`config.mk`:
```
export PLATFORM = sky130hd
export DESIGN_NAME = bp_be_mmu_arb
export DESIGN_NICKNAME = d
export VERILOG_FILES = /design/src/rtl/bp_be_mmu_arb_pkg.sv /design/src/rtl/bp_be_mmu_arb_rr.sv /design/src/rtl/bp_be_mmu_arb.sv
export SDC_FILE = /design/constraint.sdc
export NUM_CORES = 1
export LEC_CHECK = 0
export ABC_AREA = 1
export ABC_CLOCK_PERIOD_IN_PS = 2340
export BUFFER_PORTS_ARGS = -buffer_cell sky130_fd_sc_hd__buf_2
export CAP_MARGIN = 20
export CORE_AREA = 5 5 230 232
export CTS_CLUSTER_DIAMETER = 150
export DETAILED_ROUTE_END_ITERATION = 16
export DIE_AREA = 0 0 235 237
export PLACE_DENSITY = 0.3
export RECOVER_POWER = 25
export SLEW_MARGIN = 30
export SYNTH_ARGS = -nofsm -noshare
export SYNTH_HDL_FRONTEND = slang
export SYNTH_SLANG_ARGS = --single-unit
export TNS_END_PERCENT = 1
```
`constraint.sdc`:
```
create_clock -name clk_i -period 2.34 [get_ports clk_i]
set_input_delay 0.702 -clock clk_i [delete_from_list [all_inputs] [get_ports clk_i]]
set_output_delay 0.702 -clock clk_i [all_outputs]
set_load 0.01 [all_outputs]
```
`src/rtl/bp_be_mmu_arb_pkg.sv`:
```
//------------------------------------------------------------------------------
// Module : bp_be_mmu_arb_pkg
// Brief  : Shared types and constants for the BE MMU port arbiter:
//          arbiter state encoding, requester count, and the packed MMU
//          command/response formats with their derived widths.
// Rev    : 1.0 - initial release
//------------------------------------------------------------------------------
`default_nettype none

package bp_be_mmu_arb_pkg;

   localparam int bp_be_mmu_arb_reqs_gp = 2;

   typedef enum logic [0:0] {
      e_mmu_arb_idle = 1'b0,
      e_mmu_arb_busy = 1'b1
   } bp_be_mmu_arb_state_e;

   typedef struct packed {
      logic [3:0]  mem_op;
      logic [63:0] vaddr;
      logic [63:0] data;
   } bp_be_mmu_cmd_s;

   typedef struct packed {
      logic [63:0] data;
      logic [1:0]  exc;
   } bp_be_mmu_resp_s;

   localparam int bp_be_mmu_cmd_width_gp  = $bits(bp_be_mmu_cmd_s);
   localparam int bp_be_mmu_resp_width_gp = $bits(bp_be_mmu_resp_s);

endpackage

`default_nettype wire

```
`src/rtl/bp_be_mmu_arb_rr.sv`:
```
//------------------------------------------------------------------------------
// Module : bp_be_mmu_arb_rr
// Brief  : Two-input round-robin grant. The pointer selects the winner when
//          both inputs are valid and moves to the loser only on fire_i.
// Ports  : clk_i, reset_i  - clock, synchronous active-high reset
//          v_i[1:0]        - request valids
//          fire_i          - granted request was accepted this cycle
//          grant_o         - index of the granted requester
// Rev    : 1.0 - initial release
//------------------------------------------------------------------------------
`default_nettype none

module bp_be_mmu_arb_rr
   import bp_be_mmu_arb_pkg::*;
(
   input  logic                             clk_i,
   input  logic                             reset_i,
   input  logic [bp_be_mmu_arb_reqs_gp-1:0] v_i,
   input  logic                             fire_i,
   output logic                             grant_o
);

   logic ptr_q, ptr_d;

   always_comb begin
      grant_o = 1'b0;
      if (v_i[0] && v_i[1]) begin
         grant_o = ptr_q;
      end else if (v_i[1]) begin
         grant_o = 1'b1;
      end
      ptr_d = ptr_q;
      if (fire_i) begin
         // Favour the requester that just lost.
         ptr_d = ~grant_o;
      end
   end

   always_ff @(posedge clk_i) begin
      if (reset_i) begin
         ptr_q <= 1'b0;
      end else begin
         ptr_q <= ptr_d;
      end
   end

endmodule

`default_nettype wire

```
`src/rtl/bp_be_mmu_arb.sv`:
```
//------------------------------------------------------------------------------
// Module : bp_be_mmu_arb
// Brief  : Shares one BE MMU command/response port between the pipeline mem
//          stage (requester 0) and an auxiliary agent (requester 1). Round-
//          robin grant, one command outstanding, response routed to issuer,
//          flush drops requester 0's pending response.
// Ports  : clk_i, reset_i                 - clock, sync active-high reset
//          cmd{0,1}_i/_v_i/_ready_o       - requester command handshakes
//          flush_i                        - cancel requester 0 response
//          mmu_cmd_o/_v_o/_ready_i        - command to MMU
//          mmu_resp_i/_v_i                - MMU response pulse
//          resp{0,1}_o/_v_o               - routed responses
//          timeout_o                      - sticky watchdog error (optional)
// Macro  : BP_BE_MMU_ARB_WATCHDOG_EN enables the BUSY watchdog and timeout_o.
// Rev    : 1.0 - initial release
//------------------------------------------------------------------------------
`default_nettype none

module bp_be_mmu_arb
   import bp_be_mmu_arb_pkg::*;
#(
   parameter int cmd_width_p      = bp_be_mmu_cmd_width_gp,
   parameter int resp_width_p     = bp_be_mmu_resp_width_gp,
   parameter int timeout_cycles_p = 255
)
(
   input  logic                    clk_i,
   input  logic                    reset_i,
   input  logic [cmd_width_p-1:0]  cmd0_i,
   input  logic                    cmd0_v_i,
   output logic                    cmd0_ready_o,
   input  logic [cmd_width_p-1:0]  cmd1_i,
   input  logic                    cmd1_v_i,
   output logic                    cmd1_ready_o,
   input  logic                    flush_i,
   output logic [cmd_width_p-1:0]  mmu_cmd_o,
   output logic                    mmu_cmd_v_o,
   input  logic                    mmu_cmd_ready_i,
   input  logic [resp_width_p-1:0] mmu_resp_i,
   input  logic                    mmu_resp_v_i,
   output logic [resp_width_p-1:0] resp0_o,
   output logic                    resp0_v_o,
   output logic [resp_width_p-1:0] resp1_o,
   output logic                    resp1_v_o
`ifdef BP_BE_MMU_ARB_WATCHDOG_EN
   ,
   output logic                    timeout_o
`endif
);

   bp_be_mmu_arb_state_e state_q, state_d;
   logic owner_q, owner_d;
   logic drop_q, drop_d;
   logic fire;
   logic grant;

`ifdef BP_BE_MMU_ARB_WATCHDOG_EN
   localparam int cnt_width_lp = $clog2(timeout_cycles_p + 1);
   logic [cnt_width_lp-1:0] cnt_q, cnt_d;
   logic                    timeout_q, timeout_d;
   assign timeout_o = timeout_q;
`else
   localparam int unused_timeout_lp = timeout_cycles_p;
`endif

   bp_be_mmu_arb_rr u_rr (
      .clk_i   (clk_i),
      .reset_i (reset_i),
      .v_i     ({cmd1_v_i, cmd0_v_i}),
      .fire_i  (fire),
      .grant_o (grant)
   );

   // Data paths are plain muxes; only the valids carry meaning.
   assign mmu_cmd_o = grant ? cmd1_i : cmd0_i;
   assign resp0_o   = mmu_resp_i;
   assign resp1_o   = mmu_resp_i;

   always_comb begin
      state_d      = state_q;
      owner_d      = owner_q;
      drop_d       = drop_q;
      mmu_cmd_v_o  = 1'b0;
      fire         = 1'b0;
      cmd0_ready_o = 1'b0;
      cmd1_ready_o = 1'b0;
      resp0_v_o    = 1'b0;
      resp1_v_o    = 1'b0;
`ifdef BP_BE_MMU_ARB_WATCHDOG_EN
      cnt_d        = cnt_q;
      timeout_d    = timeout_q;
`endif
      case (state_q)
         e_mmu_arb_idle: begin
            mmu_cmd_v_o  = cmd0_v_i | cmd1_v_i;
            fire         = mmu_cmd_v_o & mmu_cmd_ready_i;
            cmd0_ready_o = fire & ~grant;
            cmd1_ready_o = fire &  grant;
            if (fire) begin
               owner_d = grant;
               state_d = e_mmu_arb_busy;
               // A flush coinciding with a requester 0 fire already
               // cancels the response of the command being issued.
               drop_d  = flush_i & ~grant;
`ifdef BP_BE_MMU_ARB_WATCHDOG_EN
               cnt_d   = '0;
`endif
            end
         end
         e_mmu_arb_busy: begin
            if (flush_i && !owner_q) begin
               drop_d = 1'b1;
            end
            if (mmu_resp_v_i) begin
               resp0_v_o = ~owner_q & ~drop_q;
               resp1_v_o =  owner_q;
               state_d   = e_mmu_arb_idle;
               drop_d    = 1'b0;
            end
`ifdef BP_BE_MMU_ARB_WATCHDOG_EN
            else if (cnt_q == cnt_width_lp'(timeout_cycles_p - 1)) begin
               // This BUSY cycle is the timeout_cycles_p-th without reply.
               timeout_d = 1'b1;
               state_d   = e_mmu_arb_idle;
               drop_d    = 1'b0;
            end else begin
               cnt_d = cnt_q + cnt_width_lp'(1);
            end
`endif
         end
         default: begin
            state_d = e_mmu_arb_idle;
         end
      endcase
   end

   always_ff @(posedge clk_i) begin
      if (reset_i) begin
         state_q   <= e_mmu_arb_idle;
         owner_q   <= 1'b0;
         drop_q    <= 1'b0;
`ifdef BP_BE_MMU_ARB_WATCHDOG_EN
         cnt_q     <= '0;
         timeout_q <= 1'b0;
`endif
      end else begin
         state_q   <= state_d;
         owner_q   <= owner_d;
         drop_q    <= drop_d;
`ifdef BP_BE_MMU_ARB_WATCHDOG_EN
         cnt_q     <= cnt_d;
         timeout_q <= timeout_d;
`endif
      end
   end

endmodule

`default_nettype wire

```
* After elaboration in Yosys (flattened, before gate mapping)
Cells that the tools add are included.
** Storage, ports and cells
- Output and inout port bits :: 269
- Register bits :: 4
- Bits of input ports :: 337
- Word-level logic and storage cells :: 39
** Cells by class
- Reduce and logical (&&, ||, !) cells :: 5
- Equal/unequal tests :: 2
- Bitwise operators :: 10
- Mux-type cells :: 18
** Operators by type and width (count)
- $mux W132 :: 1
- $mux W1 :: 15
- $and A1 B1 Y1 :: 5
- $not A1 Y1 :: 4
- $pmux W1 S2 :: 2
- $reduce_and A2 Y1 :: 2
- $ne A3 B2 Y1 const B :: 1
- $logic_and A1 B1 Y1 :: 2
- $ne A2 B2 Y1 const B :: 1
- $logic_not A1 Y1 :: 1
- $or A1 B1 Y1 :: 1

* Logic depth before layout (Yosys ltp)
Gate-level depths: netlist (run 1).
- Depth in word-level cells :: 6
- Mapped depth :: 7
- Depth with buffers taken out :: 7

* Cells and area by module
From an unflattened synthesis (run 1), not the netlist that was laid out.
** Second synthesis, totals
- Cells, all modules :: 599
- Area total of the unflattened synthesis :: 2920.3 sq um
** By module, submodules not included
- bp_be_mmu_arb :: area each 2865.2 sq um, cells an instance 590, seq. area each 60.1 sq um, instances 1
- bp_be_mmu_arb_rr :: area each 55.1 sq um, cells an instance 9, seq. area each 20.0 sq um, instances 1

* Worst setup path after synthesis (run 1)
Ideal clock, no wire load.
- Path type :: in2out
- From :: in cmd0_v_i
- To :: out mmu_cmd_o[105]
- Buffers on the path :: 2
- Arrival :: 1.499 ns
- Setup slack :: 0.139 ns
- Cell stages on the path :: 7
- Required time :: 1.638 ns
- Cell sequence :: inv_2 -> o21ai_2 -> inv_2 -> buf_6 -> buf_2 -> nand2_1 -> nand2_1
** On the way
- Word-level cells in the longest chain between the ends :: 3
** RTL lines
- start, declared :: RTL line bp_be_mmu_arb.sv:30 : input logic cmd0_v_i,
- $logic_and A1 B1 Y1 :: RTL line bp_be_mmu_arb_rr.sv:27 : if (v_i[0] && v_i[1]) begin
- $mux W1 :: RTL line bp_be_mmu_arb_rr.sv:27
- $mux W132 :: RTL line bp_be_mmu_arb.sv:75 : assign mmu_cmd_o = grant ? cmd1_i : cmd0_i;
- end, declared :: RTL line bp_be_mmu_arb.sv:36 : output logic [cmd_width_p-1:0] mmu_cmd_o,
Every way passes these cells.

* Final worst setup path (run 1)
- From :: in cmd0_v_i
- To :: out mmu_cmd_o[75]
Same word-level chain as after synthesis.

==> results of run 1 <==
## kinds of logic (layout without fill, tap and decap cells)
kind of cell           after synthesis  in the layout  synth area share
AO/OA/AOI/OAI                        6              6            0.0119
buffers and inverters              169            454             0.410
flip-flops                           4              4            0.0282
AND/OR/NAND/NOR                    416            416             0.549
## layer usage
layer  global-route usage  vias up  part of all wire
met4               0.0177        4             0.032
met1               0.0610     1830              0.36
met3               0.0306       30              0.15
met2                0.102      447              0.46
met5               0.0104        -            0.0037
li1                     -     2202                 -
## path summary, 6_finish.rpt
| kind | end | slack [ns] | depth (start not counted) |
|---|---|---|---|
| worst max register to register | owner_q | 0.93 | 8 |
| worst min register to register | drop_q | 0.53 | 4 |
| worst max-delay path | mmu_cmd_o[75] | -0.12 | 10 |
| worst min-delay path | drop_q | 0.53 | 4 |
## cell usage after synthesis
cell type / number
o21ai_2: 1
nor3_1: 1
buf_6: 1
nand2_1: 403
inv_1: 7
o21ai_0: 4
a21oi_1: 1
buf_4: 137
inv_2: 2
buf_2: 9
clkbuf_1: 13
dfxtp_1: 4
nor2_1: 12
## tightest hold or removal path, stage by stage (launching register included)
cell and delay [ns]:
dfxtp_1 0.31, inv_1 0.05, nand2_1 0.05, nand2_1 0.05
nor2_1 0.03
## cell usage in the layout, fill, tap and decap left out
cell type,n
nand2_2,30
inv_12,1
inv_1,7
buf_2,395
buf_4,10
nor2_1,10
o21ai_4,1
a21oi_1,1
nand2_4,3
dfxtp_1,4
buf_12,8
inv_4,1
buf_8,4
nor3_1,1
bufbuf_16,1
nand2_1,370
clkbuf_16,3
buf_16,8
buf_6,16
nor2_2,2
o21ai_0,4
## area by class of cell
type,count,area [um^2]
flip-flops and latches,4,80.1
clock buffers,3,75.1
well taps,680,851
inverters,9,48.8
fillers,5995,45300
repair buffers,442,2710
multi-input cells,422,1710
## registers in the layout, indices dropped and copies added (netlist names)
name,cells
u_rr.ptr_q,1
state_q,1
drop_q,1
owner_q,1
## power groups by stage
| stage | combinational [uW] | clock (uW) | sequential, uW |
|---|---|---|---|
| after floorplan | 669 | 0 | 79.4 |
| after global placement | 1020 | 0 | 83.8 |
| after detailed placement | 1000 | 0 | 83.9 |
| after CTS | 1170 | 267 | 82.9 |
| after global routing | 1300 | 278 | 83.3 |
| final | 1180 | 264 | 82.3 |
## repair_timing
action | CTS | global route
cloned | 7 | 0
pin swaps | 23 | 10
setup buffers | 6 | 0
endpoints found under the setup margin | 134 | 134
gates resized for setup | 48 | 28
## per-stage QoR
step	std cells	worst slack, ns	TNS [ns]	hold WS, ns	util
2_1_floorplan	595	0.139	0	0.489	-
5_1_grt	1560	-0.191	-17.45	0.582	0.108
3_3_place_gp	1544	-0.225	-14.50	0.516	0.0955
6_report	1560	-0.124	-8.44	0.528	0.108
4_1_cts	1560	-0.167	-14.24	0.528	0.106
3_5_place_dp	1544	-0.207	-14.35	0.520	0.0955
==> key figures, run 1 <==
Clock tree
  – Clk buf depth: 2
  – CTS H-tree depth: 1
  – Post-CTS Hold Buffers: 0
  – Clock transition at path regs: 0.03 ns
  – TritonCTS clock tree: done
  – Num CTS Buffers: 3
  – Root buf cell: clkbuf_16
  – Clock Sinks: 4
  – Worst-Skew Late Latency: 0.22 ns

Status
  – Status: finished, violations left
  – Violated checks: negative setup slack

Floorplanning
  – Row count: 83
  – Die H: 237 um
  – Die ar.: 55700 um^2
  – Starting density of the core: 0.0560
  – Boundary pin count: 606
  – Die span in x: 235 um
  – Core area: 50800 um^2

Pwr
  – Peak supply drop: 0.136 mV
  – Internal: 871 uW
  – Leakage power: 0.00328 uW
  – Pwr Total: 1520 uW
  – Switching pwr: 651 uW
  – Comb power frac: 0.772
  – Sw frac: 0.428
  – Clk pwr share: 0.173
  – Flop pwr share: 0.054
  – PD cells: 278 nW/um^2

Synthesis
  – Synth area leader: nand2_1
  – Yosys warns: 0
  – Synth top area share: 0.532
  – Avg Synthesized Cell Area: 4.78 um^2
  – Mapped Nets: 932
  – Post-synthesis sequential area ratio: 0.0282
  – Syn Inst Count: 595
  – Top cells by area, synth: nand2_1 (53%), buf_4 (36%), dfxtp_1 (2.8%), clkbuf_1 (1.7%), buf_2 (1.6%)
  – Seq cells post-synth: 4
  – Synth unique cells: 13
  – Mapped Area: 2840 um^2

Drt
  – DR vias/cell: 2.89
  – Via count: 4513
  – Detailed Route WL: 18200 um
  – TritonRoute pass-1 iters: 4
  – Avg WL per Cell: 11.7 um
  – Final antenna-violating net count: 0
  – Initial DRC Count: 115
  – # DRC: 0

Layout
  – # diodes: 0
  – Syn-to-layout area delta: 92.2%
  – Share of cells above drive strength 1: 0.549
  – Post-route cell area: 5470 um^2
  – Nets@finish: 1219

Critical path
  – Crit path from: cmd0_v_i
  – Worst EP required: 1.64 ns
  – Crit path DAT: 1.76 ns
  – WP buf/inv: 7
  – Crit end category: output pin
  – Worst Setup Path Type: input pin to output pin
  – Worst path top cell family by delay: buffers and inverters
  – CP Cell Sequence: buf_8 -> inv_4 -> o21ai_4 -> buf_12 -> buf_12 -> buf_16 -> buf_8 -> nand2_2 -> nand2_1 -> buf_2
  – Reg2reg start: u_rr.ptr_q
  – Type of origin of the critical path: input pin
  – CP max-delay cell: buf_16
  – Crit Path Max Fanout: 7
  – Crit path largest cell delay: 0.16 ns

Global routing
  – Largest net degree at the start of global routing: 34
  – GRT overflow: 0
  – Initial antenna violation count: 2
  – GRT Total Usage: 0.0586
  – First-pass GRT wire length: 25900 um
  – Vias in the first global route: 4760

Worst hold path
  – Hold path startpoint: drop_q
  – Hold WC Path Type: register to register

Timing
  – Worst setup margin: -0.124 ns
  – Fin. Hold Viols: 0
  – Max Slew Vio Count: 0
  – Slew headroom: 0.841
  – Max Clock Freq: 406 MHz
  – RSZ-0062 raised after global routing: yes
  – Clock Skews: 0.000646 ns
  – Setup violators final: 133
  – Period Utilization, post-route: 1.05
  – Slew @ Worst Pin: 0.237 ns
  – Post-layout min period: 2.46 ns

Run
  – # Max-Cap Violations: 0

Place
  – Final RePlAce weighted congestion: 0.820
  – Hpwl dp: 13700 um
  – I/O Buffers: 407
  – Placed instance area: 4850 um^2
No activity file was read; power rests on OpenSTA's default activity.
==> run 2: changes to the inputs <==
--- a/config.mk
+++ b/config.mk
@@ -9,14 +9,15 @@
 export ABC_CLOCK_PERIOD_IN_PS = 2340
 export BUFFER_PORTS_ARGS = -buffer_cell sky130_fd_sc_hd__buf_2
 export CAP_MARGIN = 20
-export CORE_AREA = 5 5 230 232
+export CORE_AREA = 5 5 233 235
 export CTS_CLUSTER_DIAMETER = 150
 export DETAILED_ROUTE_END_ITERATION = 16
-export DIE_AREA = 0 0 235 237
+export DIE_AREA = 0 0 238 240
 export PLACE_DENSITY = 0.3
 export RECOVER_POWER = 25
 export SLEW_MARGIN = 30
 export SYNTH_ARGS = -nofsm -noshare
 export SYNTH_HDL_FRONTEND = slang
+export SYNTH_HIERARCHICAL = 1
 export SYNTH_SLANG_ARGS = --single-unit
 export TNS_END_PERCENT = 1
==> key figures, run 2 <==
Layout
  – Core Util, Final: 0.105
  – # diodes: 0
  – Nets@finish: 1226
  – Syn-to-layout area delta: 87.2%
  – Commonest non-fill, non-tap cell in the layout: buf_2
  – Commonest non-fill, non-tap cells in the layout: buf_2 (393), nand2_1 (382), nand2_2 (23), buf_6 (23), buf_4 (13)
  – Share of cells above drive strength 1: 0.534
  – Final Non-Filler Cells: 1575

Place
  – Final RePlAce weighted congestion: 0.915
  – Hpwl dp: 14700 um
  – I/O Buffers: 407
  – Dpl cells: 1561

Drt
  – M1 WL: 6350 um
  – Initial DRC Count: 80
  – TritonRoute pass-1 iters: 5
  – DR vias/cell: 2.85
  – Highest Signal Layer: met5
  – Avg WL per Cell: 12.0 um
  – Detailed Route WL: 18900 um
  – Met3 WL: 3140 um
  – Via count: 4487
  – Met2 wire length: 8690 um
  – # DRC: 0
  – Final antenna-violating net count: 0

Synthesis
  – Syn Inst Count: 599
  – Yosys warns: 6
  – Synth top area share: 0.521
  – Top cells by area, synth: nand2_1 (52%), buf_4 (34%), buf_6 (3.5%), buf_2 (3.3%), dfxtp_1 (2.7%)
  – Mapped Nets: 936
  – Post-synthesis sequential area ratio: 0.0274
  – Avg Synthesized Cell Area: 4.88 um^2
  – Asr flop ratio synth: 0
  – Count leader, synth: nand2_1
  – Synth unique cells: 14
  – Most used DFF post-synth: dfxtp_1
  – Most frequent cells after synthesis: nand2_1 (405), buf_4 (133), buf_2 (19), nor2_1 (10)
  – Seq cells post-synth: 4
  – Mapped Area: 2920 um^2
  – Post-synth EDFFs: 0
  – Synth area leader: nand2_1

Status
  – Violated checks: negative setup slack
  – Status: finished, violations left

Critical path
  – Type of origin of the critical path: input pin
  – Crit Path Max Fanout: 8
  – CP Cell Sequence: buf_6 -> a21boi_4 -> buf_12 -> inv_16 -> buf_12 -> clkbuf_16 -> nand2_1 -> nand2_1 -> buf_2
  – CP max-delay cell: a21boi_4
  – Crit end category: output pin
  – Worst Setup Path Type: input pin to output pin
  – Crit path DAT: 1.77 ns
  – Worst EP required: 1.64 ns
  – Crit path largest cell delay: 0.19 ns
  – Worst Reg2Reg Path Length in Cells: 9

Clock tree
  – Clock transition at path regs: 0.03 ns
  – CTS H-tree depth: 1
  – Post-CTS Hold Buffers: 0
  – TritonCTS clock tree: done
  – Worst-Skew Late Latency: 0.22 ns
  – Clock Sinks: 4
  – Num CTS Buffers: 3
  – Clk buf depth: 2
  – Root buf cell: clkbuf_16

Global routing
  – Vias in the first global route: 4443
  – GRT overflow: 0
  – GRT Total Usage: 0.0573
  – Largest net degree at the start of global routing: 33
  – Initial antenna violation count: 1
  – First-pass GRT wire length: 25400 um

Pwr
  – Flop pwr share: 0.052
  – Sw frac: 0.431
  – Switching pwr: 658 uW
  – Internal: 867 uW
  – PD cells: 279 nW/um^2
  – Peak supply drop: 0.173 mV
  – Comb power frac: 0.774
  – Clk pwr share: 0.174
  – Leakage power: 0.00331 uW

Timing
  – Fin. Hold Viols: 0
  – Period Utilization, post-route: 1.05
  – Max Clock Freq: 405 MHz
  – Min Hold Slack: 0.505 ns
  – Slew headroom: 0.865
  – RSZ-0062 raised after global routing: yes
  – Slew @ Worst Pin: 0.202 ns
  – Post-layout min period: 2.47 ns
  – Worst setup margin: -0.128 ns
  – Max Slew Vio Count: 0
  – Setup violators final: 126
  – Clock Skews: 0.00137 ns

Floorplanning
  – Row count: 84
  – Boundary pin count: 606
  – Core area: 52000 um^2
  – Starting density of the core: 0.0561
  – Die span in x: 238 um
  – Die H: 240 um
  – Die ar.: 57100 um^2

Worst hold path
  – Hold WC Path Type: register to register
  – Hold Crit Depth: 2

Run
  – # Max-Cap Violations: 0
-- run 2: power by group through the flow --
stage	clock, uW	sequential, uW	combinational [uW]
after floorplan	0	78.5	686
after global placement	0	79.7	1050
after detailed placement	0	79.7	1040
after CTS	274	78.8	1200
after global routing	278	79.4	1310
final	266	78.7	1180
-- run 2: path summary, 6_finish.rpt --
kind	slack, ns	to	start
worst min register to register	0.51	owner_q	owner_q
worst min-delay path	0.51	owner_q	owner_q
worst max-delay path	-0.13	mmu_cmd_o[53]	cmd1_v_i
worst max register to register	0.96	drop_q	u_rr/ptr_q
-- run 2: kinds of logic (layout without fill, tap and decap cells) --
kind of cell    count (synthesis)  after routing  synth area share
flops                           4              4            0.0274
simple gates                  417            417             0.537
compound gates                  7              7            0.0129
buf+inv                       171            459             0.423
-- run 2: routing by layer --
layer  GRT usage  up-vias
li1            -     2226
met4      0.0193        4
met3      0.0311       36
met5     0.00421        -
met2       0.101      419
met1      0.0579     1802
-- run 2: metrics by stage --
stage	setup TNS [ns]	setup slack (ns)	power, uW	cell area, um^2
CTS	-10.78	-0.136	1550	5420
floorplan	0	0.181	765	2920
global route	-17.71	-0.191	1670	5470
finish	-9.11	-0.128	1520	5470
global placement	-15.81	-0.223	1130	4920
detailed placement	-15.65	-0.208	1120	4920
-- run 2: layout make-up --
class / count / area [um^2]
repair buffers: 445 / 2710
clock buffers: 3 / 75.1
multi-input cells: 424 / 1680
fillers: 6148 / 46600
inverters: 10 / 53.8
flip-flops and latches: 4 / 80.1
well taps: 688 / 861
repair inverters: 1 / 8.76
-- run 2: what timing repair did --
| item | CTS | global route |
|---|---|---|
| gates resized for setup | 52 | 10 |
| buffers inserted | 3 | 0 |
| endpoints found under the setup margin | 133 | 134 |
| gates cloned | 7 | 1 |
| pin swaps | 11 | 5 |
| endpoints found under the hold margin | 0 | 0 |
-- run 2: critical path, delay by kind of cell --
family | cells | cell delay, ns
buffers and inverters | 6 | 0.75
AO/OA/AOI/OAI | 1 | 0.19
AND/OR/NAND/NOR | 2 | 0.10
==> run 3: changes to the inputs <==
--- a/config.mk
+++ b/config.mk
@@ -10,11 +10,13 @@
 export BUFFER_PORTS_ARGS = -buffer_cell sky130_fd_sc_hd__buf_2
 export CAP_MARGIN = 20
 export CORE_AREA = 5 5 233 235
+export CTS_BUF_LIST = sky130_fd_sc_hd__clkbuf_16
 export CTS_CLUSTER_DIAMETER = 150
 export DETAILED_ROUTE_END_ITERATION = 16
 export DIE_AREA = 0 0 238 240
 export PLACE_DENSITY = 0.3
 export RECOVER_POWER = 25
+export SKIP_CTS_REPAIR_TIMING = 1
 export SLEW_MARGIN = 30
 export SYNTH_ARGS = -nofsm -noshare
 export SYNTH_HDL_FRONTEND = slang
==> key figures, run 3 (same netlist as run 2, synthesis figures left out) <==
Drt
  – Avg WL per Cell: 11.1 um
  – # DRC: 0
  – Via count: 4427
  – Initial DRC Count: 96
  – Detailed Route WL: 17500 um
  – Final antenna-violating net count: 0
  – TritonRoute pass-1 iters: 5
  – DR vias/cell: 2.82

Floorplanning
  – Starting density of the core: 0.0561
  – Die ar.: 57100 um^2
  – Die H: 240 um
  – Row count: 84
  – Boundary pin count: 606
  – Die span in x: 238 um
  – Core area: 52000 um^2

Worst hold path
  – Hold WC Path Type: register to register
  – Hold Crit Depth: 2
  – Hold path startpoint: owner_q

Global routing
  – First-pass GRT wire length: 22700 um
  – Largest net degree at the start of global routing: 66
  – GRT Total Usage: 0.0495
  – Initial antenna violation count: 1
  – GRT overflow: 0
  – Vias in the first global route: 4255

Layout
  – Syn-to-layout area delta: 78.8%
  – Seq. cell area: 80.1 um^2
  – Area of the multi-input gates: 1680 um^2
  – Share of cells above drive strength 1: 0.527
  – Commonest non-fill, non-tap cell in the layout: buf_2
  – Commonest non-fill, non-tap cells in the layout: buf_2 (400), nand2_1 (385), nand2_2 (17)
  – Filler cells: 6168
  – # diodes: 0
  – Nets@finish: 1221
  – Final Non-Filler Cells: 1570

Run
  – # Max-Cap Violations: 0

Timing
  – Slew headroom: 0.754
  – Post-layout min period: 2.53 ns
  – Period Utilization, post-route: 1.08
  – Setup violators final: 126
  – Fin. Hold Viols: 0
  – Min Hold Slack: 0.505 ns
  – Max Clock Freq: 395 MHz
  – Worst setup margin: -0.189 ns
  – Clock Skews: 0.00135 ns
  – Max Slew Vio Count: 0
  – Slew @ Worst Pin: 0.369 ns
  – RSZ-0062 raised after global routing: yes

Clock tree
  – TritonCTS clock tree: done
  – Clk buf depth: 2
  – Worst-Skew Late Latency: 0.22 ns
  – Num CTS Buffers: 3
  – Root buf cell: clkbuf_16
  – CTS H-tree depth: 1
  – Clock transition at path regs: 0.03 ns
  – Clock Sinks: 4

Critical path
  – Critical Path Stages: 7
  – Crit path DAT: 1.83 ns
  – WP buf/inv: 4
  – Type of origin of the critical path: input pin
  – Crit path largest cell delay: 0.31 ns
  – Worst EP required: 1.64 ns
  – Crit Path Max Fanout: 65
  – Worst path top cell family by delay: buffers and inverters
  – Worst Reg2Reg Path Length in Cells: 9
  – Worst Setup Path Type: input pin to output pin
  – CP Cell Sequence: buf_6 -> a21boi_4 -> inv_4 -> buf_12 -> nand2_1 -> nand2_1 -> buf_2
  – Crit path from: cmd1_v_i
  – Crit end category: output pin
  – Most used cell along the critical path: nand2_1
  – Reg2reg start: u_rr/ptr_q
  – CP max-delay cell: a21boi_4

Pwr
  – PD cells: 274 nW/um^2
  – Leakage power: 0.00320 uW
  – Peak supply drop: 0.174 mV

Place
  – Final RePlAce weighted congestion: 0.915
  – Dpl cells: 1561
  – Hpwl dp: 14700 um
  – I/O Buffers: 407

Status
  – Status: finished, violations left
  – Violated checks: negative setup slack
run 3: cell count changes in the layout (fill, tap and decap cells not counted), sizes merged:
cell,before,now
buf,440,438
clkbuf,5,6
inv,11,10
bufbuf,3,0
run 3: metrics by stage:
step             util  TNS (ns)  instance area, um^2  power (uW)  worst slack, ns
2_1_floorplan       -         0                 2920         765            0.181
4_1_cts        0.0960    -15.87                 4990        1390           -0.213
3_5_place_dp   0.0946    -15.65                 4920        1120           -0.208
6_report        0.100    -14.09                 5220        1430           -0.189
5_1_grt         0.100    -22.40                 5220        1570           -0.229
3_3_place_gp   0.0946    -15.81                 4920        1130           -0.223
run 3: worst paths after layout:
kind,endpoint,slack [ns]
setup / recovery,mmu_cmd_o[78],-0.19
hold / removal,owner_q,0.51
setup reg to reg,drop_q,0.90
hold reg to reg,owner_q,0.51
run 3: worst min-delay path: cells and delay by family (launching register included):
kind / cells / cell delay (ns)
flip-flops: 1 / 0.31
buffers and inverters: 1 / 0.08
AO/OA/AOI/OAI: 1 / 0.06
run 3: area by class of cell:
cell class / instances / share of cell area
multi-input combinational: 424 / 0.322
sequential: 4 / 0.0153
tap: 688 / 0.165
inverter: 10 / 0.00767
clock buffer: 3 / 0.0144
timing repair buffer: 441 / 0.476
run 3: metal layers:
layer  vias up  track usage  share of wire  wire (um)
met1      1768       0.0468           0.32       5510
met5         -      0.00421         0.0011         20
li1       2204            -              -          -
met3        30       0.0342           0.19       3330
met4         2       0.0150          0.031        536
met2       423       0.0862           0.46       8080
run 3: power breakdown:
part	leakage [uW]	internal (uW)	total [uW]	switching, uW
registers	0.0000331	74.9	78.7	3.86
logic	0.00313	510	1090	575
clock network	0.0000370	218	266	48.1
total	0.00320	803	1430	627
